<file path="src/rtl/alarm_pkg.sv">
// Shared types and constants for the alarm controller: FSM state encoding,
// display mode codes and two-digit BCD upper limits for hour and minute.
// Optional build macro used by alarm_ctrl: ALARM_BLINK_EN.
package alarm_pkg;

  typedef enum logic [2:0] {
    IDLE    = 3'd0,
    SET_HR  = 3'd1,
    SET_MIN = 3'd2,
    RING    = 3'd3,
    SNOOZE  = 3'd4
  } state_e;

  localparam logic [1:0] MODE_IDLE    = 2'd0;
  localparam logic [1:0] MODE_SET_HR  = 2'd1;
  localparam logic [1:0] MODE_SET_MIN = 2'd2;
  localparam logic [1:0] MODE_ALERT   = 2'd3;

  localparam logic [7:0] HR_MAX  = 8'h23;
  localparam logic [7:0] MIN_MAX = 8'h59;

  // Ringing and snoozing both present as ALERT on the display path.
  function automatic logic [1:0] mode_of(input state_e s);
    case (s)
      SET_HR:       mode_of = MODE_SET_HR;
      SET_MIN:      mode_of = MODE_SET_MIN;
      RING, SNOOZE: mode_of = MODE_ALERT;
      default:      mode_of = MODE_IDLE;
    endcase
  endfunction

endpackage

</file>
<file path="src/rtl/bcd2_counter.sv">
// Two-digit packed-BCD incrementer: returns val_i + 1 in BCD when inc is high,
// wrapping MAX -> 00; returns val_i unchanged otherwise. Purely combinational,
// no backpressure. Ports: inc, val_i[7:0] (current value), val_o[7:0] (next).
module bcd2_counter
  import alarm_pkg::*;
#(
  parameter logic [7:0] MAX = MIN_MAX
) (
  input  logic       inc,
  input  logic [7:0] val_i,
  output logic [7:0] val_o
);

  always_comb begin
    val_o = val_i;
    if (inc) begin
      if (val_i == MAX) begin
        val_o = 8'h00;
      end else if (val_i[3:0] >= 4'd9) begin
        // Ones digit rolls over into the tens digit.
        val_o = {val_i[7:4] + 4'd1, 4'd0};
      end else begin
        val_o = {val_i[7:4], val_i[3:0] + 4'd1};
      end
    end
  end

endmodule

</file>
<file path="src/rtl/alarm_ctrl.sv">
// Alarm controller downstream of the BCD time-of-day chain: stores an HH:MM
// alarm, rings a buzzer on match with snooze and auto-timeout. All outputs are
// registered (one clk after the causing input); button pulses are never held off.
// Ports: clk, reset (async, active-high), sec_tick, running-time BCD digits,
// btn_mode/btn_inc/btn_off pulses; outputs alarm digits, mode, armed, buzzer, blink.
// Build macro ALARM_BLINK_EN: blink toggles per sec_tick while setting; else 1.
module alarm_ctrl
  import alarm_pkg::*;
#(
  parameter int unsigned RING_SECS   = 60,
  parameter int unsigned SNOOZE_SECS = 300,
  parameter logic [7:0]  RESET_HR    = 8'h07,
  parameter logic [7:0]  RESET_MIN   = 8'h00
) (
  input  logic       clk,
  input  logic       reset,
  input  logic       sec_tick,
  input  logic [3:0] hr_tens,
  input  logic [3:0] hr_ones,
  input  logic [3:0] min_tens,
  input  logic [3:0] min_ones,
  input  logic [3:0] sec_tens,
  input  logic [3:0] sec_ones,
  input  logic       btn_mode,
  input  logic       btn_inc,
  input  logic       btn_off,
  output logic [3:0] al_hr_tens,
  output logic [3:0] al_hr_ones,
  output logic [3:0] al_min_tens,
  output logic [3:0] al_min_ones,
  output logic [1:0] mode,
  output logic       armed,
  output logic       buzzer,
  output logic       blink
);

  localparam int RW = $clog2(RING_SECS + 1);
  localparam int SW = $clog2(SNOOZE_SECS + 1);
  localparam logic [RW-1:0] RING_LAST = RW'(RING_SECS - 1);
  localparam logic [SW-1:0] SNZ_LAST  = SW'(SNOOZE_SECS - 1);

  state_e        state_q, state_d;
  logic          armed_q, armed_d;
  logic [7:0]    al_hr_q, al_hr_d;
  logic [7:0]    al_min_q, al_min_d;
  logic [RW-1:0] ring_cnt_q, ring_cnt_d;
  logic [SW-1:0] snz_cnt_q, snz_cnt_d;
  logic          match_q, match_d;
  logic [1:0]    mode_q, mode_d;
  logic          buzzer_q, buzzer_d;
  logic          hr_inc, min_inc;
  logic          trigger;

  // Only the alarm minute boundary (ss == 00) matches; the rising edge fires once.
  assign match_d = armed_q
                && ({hr_tens, hr_ones} == al_hr_q)
                && ({min_tens, min_ones} == al_min_q)
                && (sec_tens == 4'd0) && (sec_ones == 4'd0);
  assign trigger = match_d && !match_q;

  // Increment only when no higher-priority button is present this cycle.
  assign hr_inc  = (state_q == SET_HR)  && btn_inc && !btn_mode && !btn_off;
  assign min_inc = (state_q == SET_MIN) && btn_inc && !btn_mode && !btn_off;

  bcd2_counter #(.MAX(HR_MAX))  u_hr_cnt  (.inc(hr_inc),  .val_i(al_hr_q),  .val_o(al_hr_d));
  bcd2_counter #(.MAX(MIN_MAX)) u_min_cnt (.inc(min_inc), .val_i(al_min_q), .val_o(al_min_d));

  always_comb begin
    state_d    = state_q;
    armed_d    = armed_q;
    ring_cnt_d = ring_cnt_q;
    snz_cnt_d  = snz_cnt_q;
    case (state_q)
      IDLE: begin
        if (btn_off) begin
          armed_d = ~armed_q;
        end else if (btn_mode) begin
          state_d = SET_HR;
        end else if (trigger) begin
          state_d    = RING;
          ring_cnt_d = '0;
        end
      end
      SET_HR: begin
        if (btn_off)       state_d = IDLE;
        else if (btn_mode) state_d = SET_MIN;
      end
      SET_MIN: begin
        if (btn_off) begin
          state_d = IDLE;
        end else if (btn_mode) begin
          state_d = IDLE;
          armed_d = 1'b1;
        end
      end
      RING: begin
        if (btn_off) begin
          state_d = IDLE;
        end else if (btn_inc) begin
          state_d   = SNOOZE;
          snz_cnt_d = '0;
        end else if (sec_tick) begin
          if (ring_cnt_q == RING_LAST) state_d = IDLE;
          else                         ring_cnt_d = ring_cnt_q + 1'b1;
        end
      end
      SNOOZE: begin
        if (btn_off) begin
          state_d = IDLE;
        end else if (sec_tick) begin
          if (snz_cnt_q == SNZ_LAST) begin
            state_d    = RING;
            ring_cnt_d = '0;
          end else begin
            snz_cnt_d = snz_cnt_q + 1'b1;
          end
        end
      end
      default: state_d = IDLE;
    endcase
    mode_d   = mode_of(state_d);
    buzzer_d = (state_d == RING);
  end

  always_ff @(posedge clk or posedge reset) begin
    if (reset) begin
      state_q    <= IDLE;
      armed_q    <= 1'b0;
      al_hr_q    <= RESET_HR;
      al_min_q   <= RESET_MIN;
      ring_cnt_q <= '0;
      snz_cnt_q  <= '0;
      match_q    <= 1'b0;
      mode_q     <= MODE_IDLE;
      buzzer_q   <= 1'b0;
    end else begin
      state_q    <= state_d;
      armed_q    <= armed_d;
      al_hr_q    <= al_hr_d;
      al_min_q   <= al_min_d;
      ring_cnt_q <= ring_cnt_d;
      snz_cnt_q  <= snz_cnt_d;
      match_q    <= match_d;
      mode_q     <= mode_d;
      buzzer_q   <= buzzer_d;
    end
  end

`ifdef ALARM_BLINK_EN
  logic blink_ph_q, blink_ph_d;

  // Phase only advances while staying inside the set states; any exit parks it at 1.
  always_comb begin
    blink_ph_d = 1'b1;
    if ((state_q == SET_HR || state_q == SET_MIN) &&
        (state_d == SET_HR || state_d == SET_MIN)) begin
      blink_ph_d = sec_tick ? ~blink_ph_q : blink_ph_q;
    end
  end

  always_ff @(posedge clk or posedge reset) begin
    if (reset) blink_ph_q <= 1'b1;
    else       blink_ph_q <= blink_ph_d;
  end

  assign blink = blink_ph_q;
`else
  assign blink = 1'b1;
`endif

  assign al_hr_tens  = al_hr_q[7:4];
  assign al_hr_ones  = al_hr_q[3:0];
  assign al_min_tens = al_min_q[7:4];
  assign al_min_ones = al_min_q[3:0];
  assign mode        = mode_q;
  assign armed       = armed_q;
  assign buzzer      = buzzer_q;

endmodule
</file>
<file path="config.mk">
export PLATFORM = sky130hd
export DESIGN_NAME = alarm_ctrl
export DESIGN_NICKNAME = d
export VERILOG_FILES = /design/src/rtl/alarm_pkg.sv /design/src/rtl/bcd2_counter.sv /design/src/rtl/alarm_ctrl.sv
export SDC_FILE = /design/constraint.sdc
export NUM_CORES = 1
export LEC_CHECK = 0
export ABC_AREA = 1
export BUFFER_PORTS_ARGS = -buffer_cell sky130_fd_sc_hd__buf_2
export CAP_MARGIN = 25
export CORE_ASPECT_RATIO = 1.75
export CORE_MARGIN = 2
export CORE_UTILIZATION = 29
export CTS_CLUSTER_DIAMETER = 50
export DETAILED_ROUTE_END_ITERATION = 7
export PLACE_DENSITY = 0.55
export SYNTH_ARGS = -nofsm -noshare
export SYNTH_HDL_FRONTEND = slang
export SYNTH_HIERARCHICAL = 1
export SYNTH_SLANG_ARGS = --single-unit
export TNS_END_PERCENT = 1
</file>
<file path="constraint.sdc">
create_clock -name clk -period 3.42 [get_ports clk]
set_clock_uncertainty 0.2 [all_clocks]
set_input_delay 0.684 -clock clk [delete_from_list [all_inputs] [get_ports clk]]
set_output_delay 0.684 -clock clk [all_outputs]
set_load 0.005 [all_outputs]
</file>
==> impl_metrics.csv, run 1 <==
group,metric,value,unit
clock_network,insertion_delay,290,ps
final_layout,final_util,35.4,%
clock_network,clkSinkCount,39,
clock_network,clkSlewWorstSetupHoldPaths,60,ps
final_layout,nNetsFinal,486,
clock_network,htreeDepth,2,
logic_synthesis,syn_nets,431,
power,power.share.clock,30.7,%
placed_design,dp_hpwl,5.24,mm
power,powerDensity,452,nW/um^2
final_layout,final_cell_mix,"nand2_1, inv_1, nor2_1, buf_2, dfrtp_1",
status,status,"finished, final reports clean",
final_layout,antennaDiodeCount,0,
die,die-area,10500,sq um
clock_network,cts_hold_buffers,0,
logic_synthesis,syn_avg_cell_area,7.19,sq um
logic_synthesis,ys_warn_count,6,
setup_path,critPathLaunchType,"flip-flop",
clock_network,cts_max_path_buffers,2,
routing,wire_per_inst,11.6,um
routing,vias,2574,
routing,drc,0,
power,pwr-share-comb,26.1,%
global_route,grt_pass1_wl,11.2,mm
die,die_x,78.2,um
sta,period_share,56.1,%
logic_synthesis,netlist_area,2800,sq um
clock_network,cts_resized,0,
setup_path,cp_max_fo,7,
final_layout,layout_commonest_cell,"nand2_1",
placed_design,gp_congestion,0.822,
setup_path,cp.arrival,1900,ps
routing,drt-total-wl,6.55,mm
global_route,antenna_found_initial,0,
final_layout,area_growth,19.1,%
die,io_pins,51,
clock_network,numCtsBuffers,5,
clock_network,cts_setup_buffers,0,
routing,postRouteAntennaNets,0,
logic_synthesis,synth-main-ff-cell,"dfrtp_1",
die,die_y,134,um
sta,holdWs,303,ps
sta,grt_setup_unrepaired,"no",
power,internal-power,0.979,mW
power,swShare,34.9,%
logic_synthesis,yosysTopAreaCellShare,32.2,%
routing,firstDrtPassIters,4,
setup_path,cp-end-kind,"flip-flop",
routing,drt_first_iter_violations,95,
global_route,overflow,0,
logic_synthesis,yosys.cell_types.count,39,
logic_synthesis,synth_edf_count,0,
placed_design,io_buffers,49,
die,coreArea,9410,sq um
global_route,grtUsageTotal,13.5,%
logic_synthesis,postSynth.asyncResetShare,100,%
global_route,grt_pass1_vias,2541,
global_route,grt_max_degree,40,
logic_synthesis,yosysTopAreaCell,"dfrtp_1",
sta,relSlewSlack,65.7,%
sta,fmax,521,MHz
clock_network,cts_tree,"done",
die,initial_core_util,29.7,%
hold_path,hp-class,"in2async",
power,switchingPower,0.526,mW
sta,finalSetupViolCount,0,
power,pwr-share-seq,43.2,%
flow_run,cap_viol_max_count,0,
die,placementRows,47,
logic_synthesis,synth-seq-area-share,35.0,%
sta,timing.setup.tns,0,ps
sta,worst_slew_pin_slew,514,ps
setup_path,worstSetupPathType,"reg2reg",
logic_synthesis,ys_ff_latch,39,
sta,finalHoldViolCount,0,
sta,min_period,1920,ps
clock_network,cts_root_buf,"clkbuf_16",
routing,vias_per_cell,4.54,
setup_path,worst_ep_required_time,3400,ps
power,peakVddDrop,0.000220,V
logic_synthesis,synthCells,389,
sta,slew_viol_final,0,
final_layout,drive_above_1_share,20.7,%
logic_synthesis,synth_top_cells_by_area,"dfrtp_1, nand2_1, inv_1",
power,p_leak,1.77,nW
## Yosys cell counts, types with 2 or more instances
cell / n
nand3_1: 26
nor3_1: 5
nand2_4: 2
buf_4: 2
nor2_2: 4
nand2_2: 6
o21ai_0: 16
nand3_4: 3
nor2_1: 51
xnor2_1: 4
nand2_1: 95
nand4_1: 12
dfrtp_1: 36
inv_1: 66
nand4_2: 2
inv_2: 3
nor4_1: 2
xor2_1: 11
a21oi_1: 6
o21ai_1: 2
dfstp_2: 3
ha_1: 12
o31ai_1: 4
## worst paths after layout
kind	start	endpoint	slack (ps)	cells past startpoint
min reg2reg	armed	armed	320	2
max	al_hr_q[2]	ring_cnt_q[3]	1500	11
min in group clk	armed	armed	320	2
max in group asynchronous	reset	al_hr_q[0]	2330	3
min	reset	al_min_q[6]	300	3
max reg2reg	al_hr_q[2]	ring_cnt_q[3]	1500	11
## power by group through the flow
stage	registers (mW)	logic (mW)	clock network, mW
finish	0.650	0.393	0.462
global route	0.666	0.460	0.495
CTS	0.654	0.400	0.482
global placement	0.661	0.388	0
floorplan	0.637	0.278	0
detailed placement	0.661	0.399	0
## per-stage QoR
stage	instances	setup slack (ps)	power [mW]	instance area, sq um
floorplan	389	1510	0.915	2800
global placement	559	1350	1.05	3190
detailed placement	559	1300	1.06	3190
CTS	567	1470	1.54	3330
global route	567	1250	1.62	3330
finish	567	1500	1.50	3330
## critical path: stages, from the launching register on
cell and delay [ps]:
dfstp_2 600, inv_1 70, nand2_1 50, o21ai_0 70, nor2_1 90, nand2_1 60
nor2_1 110, nand4_1 170, nand2_2 190, nand2_4 90, nand2_1 60, nand2_1 50
## sequential cells by signal, summed over array words and instances (netlist names)
register,flops
al_hr_q,8
al_min_q,8
armed,1
buzzer,1
match_q,1
mode,2
ring_cnt_q,6
snz_cnt_q,9
state_q,3
## cell type report
cell class	count	area [sq um]
Timing Repair Buffer	52	268
Tap cell	122	153
Fill cell	1009	6080
Inverter	70	265
Clock inverter	2	12.5
Clock buffer	6	129
Multi-Input combinational cell	276	1530
Sequential cell	39	980
## cells by family after synthesis
family,Yosys count,share of synthesized area [%]
adders and majority gates,12,5.37
other,1,0.134
xor gates and xnor gates,15,4.70
AOI/OAI and AO/OA,36,8.41
DFF,39,35.0
buffers and inverters,74,10.7
and+or+nand+nor,212,35.7
## metal layers
metal	up-vias	GRT usage, %	part of all wire, %
met5	-	0	0
met4	0	7.31	3.3
met3	16	2.56	4.0
met2	62	25.5	54
met1	1169	13.6	38
li1	1327	-	-
(Power assumes the default switching activity.)
==> run 2: changes to the inputs <==
==> constraint.sdc (replaced) <==
create_clock -name clk -period 1.95 [get_ports clk]
set_clock_uncertainty 0.2 [all_clocks]
set_input_delay 0.39 -clock clk [delete_from_list [all_inputs] [get_ports clk]]
set_output_delay 0.39 -clock clk [all_outputs]
set_load 0.005 [all_outputs]
==> run 2 against run 1 <==
  * Via count is 3.3% higher
  * First-iteration DRC count is 4.2% lower
  * Non-clock buffer count is 17 higher
  * Sequential power is 66% higher
  * Design area is 4.2% higher
  * Critical path type unchanged
  * Highest routed layer unchanged
==> impl_metrics.csv, run 2 (synthesized netlist as in run 1, its figures left out) <==
group,metric,value,unit
status,status,"finished, final reports clean",
sta,relSlewSlack,65.6,%
die,placementRows,47,
final_layout,largest_reg_flops,9,
routing,drt_first_iter_violations,91,
final_layout,layout.cells.non_filler,584,
sta,fmax,552,MHz
clock_network,cts_root_buf,"clkbuf_16",
sta,grt_setup_unrepaired,"yes",
global_route,grtUsageTotal,14.4,%
sta,period_share,93.0,%
final_layout,registers.top_by_ff_count,"snz_cnt_q",
setup_path,cp_num_buf_inv,1,
clock_network,cts_hold_buffers,0,
power,pwr-share-seq,39.5,%
clock_network,clkSinkCount,39,
clock_network,numCtsBuffers,5,
final_layout,nNetsFinal,503,
global_route,overflow,0,
routing,wire_per_inst,12.1,um
die,die_y,134,um
power,powerDensity,787,nW/um^2
final_layout,area_growth,24.2,%
placed_design,dp_hpwl,5.68,mm
routing,vias_per_cell,4.55,
die,die_x,78.2,um
clock_network,htreeDepth,2,
setup_path,crit_path_max_incr_delay,530,ps
power,peakVddDrop,0.000370,V
global_route,grt_pass1_vias,2673,
global_route,grt_max_degree,40,
power,switchingPower,0.955,mW
routing,vias,2660,
global_route,grt_pass1_wl,12.0,mm
placed_design,gp_congestion,0.817,
setup_path,slowest_stage,"dfstp_2",
sta,min_period,1810,ps
power,power.share.clock,29.3,%
placed_design,place_ws,86.4,ps
placed_design,place_inst,572,
setup_path,critPathLaunchType,"flip-flop",
flow_run,cap_viol_max_count,0,
die,coreArea,9410,sq um
global_route,antenna_found_initial,0,
hold_path,hp-class,"in2async",
clock_network,cts_tree,"done",
sta,worst_slack,137,ps
routing,drt-total-wl,7.04,mm
setup_path,worstSetupPathType,"reg2reg",
setup_path,worst_ep_required_time,1920,ps
final_layout,antennaDiodeCount,0,
routing,postRouteAntennaNets,0,
final_layout,reg_top3,"snz_cnt_q: 9 flops, al_hr_q: 8 flops, al_min_q: 8 flops",
sta,slew_viol_final,0,
setup_path,cp_max_fo,7,
die,die-area,10500,sq um
die,initial_core_util,29.7,%
sta,finalSetupViolCount,0,
power,total_power,2.73,mW
power,swShare,35.0,%
final_layout,final_cell_mix,"nand2_1, inv_1, buf_2, nor2_1, dfrtp_1",
routing,firstDrtPassIters,5,
setup_path,crit_top_cell,"nand2_1",
power,pwr-share-comb,31.2,%
setup_path,path_cells,"inv_1, nand2_1, nand2_1, nor2_2, nand2_1, nor2_2, nand4_1, nand2_2, nand2_4, nand2_1, nand2_1",
power,p_leak,1.86,nW
setup_path,path_delay_family,"simple AND/OR/NAND/NOR gates",
placed_design,io_buffers,49,
clock_network,cts_max_path_buffers,2,
final_layout,n_fill_cell,995,
sta,worst_slew_pin_slew,516,ps
final_layout,layout_commonest_cell,"nand2_1",
power,internal-power,1.78,mW
final_layout,drive_above_1_share,25.1,%
clock_network,clkSlewWorstSetupHoldPaths,60,ps
die,io_pins,51,
sta,finalHoldViolCount,0,
setup_path,cp-end-kind,"flip-flop",
clock_network,insertion_delay,280,ps
routing,drc,0,
setup_path,cp.arrival,1780,ps
[run 2: changes by cell type in the layout (fill, tap and decap cells not counted), sizes merged]
cell | before | now
buf | 52 | 69
[run 2: timing repair]
action | 4_1_cts | 5_1_grt
buffers inserted | 0 | 4
gates resized for setup | 0 | 10
endpoints found under the setup margin | 0 | 12
[run 2: per-stage QoR]
step           hold slack [ps]  util, %  cell area [sq um]  TNS, ps
3_5_place_dp               303     34.9               3290        0
2_1_floorplan              267        -               2800        0
3_3_place_gp               292     34.9               3290        0
4_1_cts                   38.8     36.4               3430        0
6_report                  17.3     36.9               3470        0
5_1_grt                   73.5     36.9               3470    -55.2
[run 2: per-layer routing]
metal | track usage [%] | part of all wire (%)
met1 | 13.7 | 37
met2 | 29.3 | 58
met3 | 2.49 | 3.5
met4 | 5.85 | 1.8
met5 | 0 | 0
[run 2: worst register-to-register path, cell delays in order (launching register included)]
cell	delay (ps)
dfstp_2	530
inv_1	40
nand2_1	40
nand2_1	80
nor2_2	80
nand2_1	60
nor2_2	100
nand4_1	170
nand2_2	200
nand2_4	90
nand2_1	70
nand2_1	50
[run 2: worst paths after layout]
path	from	endpoint	slack (ps)	depth (start not counted)
worst max-delay path	al_hr_q[0]	ring_cnt_q[4]	140	11
worst min-delay path	reset	buzzer	20	3
worst max register to register	al_hr_q[0]	ring_cnt_q[4]	140	11
worst min register to register	ring_cnt_q[1]	ring_cnt_q[1]	310	2
max in group asynchronous	reset	al_hr_q[1]	1150	3
min in group clk	ring_cnt_q[1]	ring_cnt_q[1]	310	2
[run 2: power groups by stage]
stage	clock network, mW	registers [mW]	logic (mW)
after floorplan	0	1.12	0.488
after global placement	0	1.09	0.826
after detailed placement	0	1.09	0.839
after CTS	0.828	1.08	0.841
after global routing	0.869	1.10	0.973
final	0.800	1.08	0.853
[run 2: final cells by class]
class                      count  area, sq um  share of cell area (%)
clock inverter                 2         12.5                   0.360
clock buffer                   6          129                    3.71
tap                          122          153                    4.39
sequential                    39          981                    28.2
timing repair buffer          69          395                    11.4
multi-input combinational    276         1540                    44.3
inverter                      70          265                    7.64
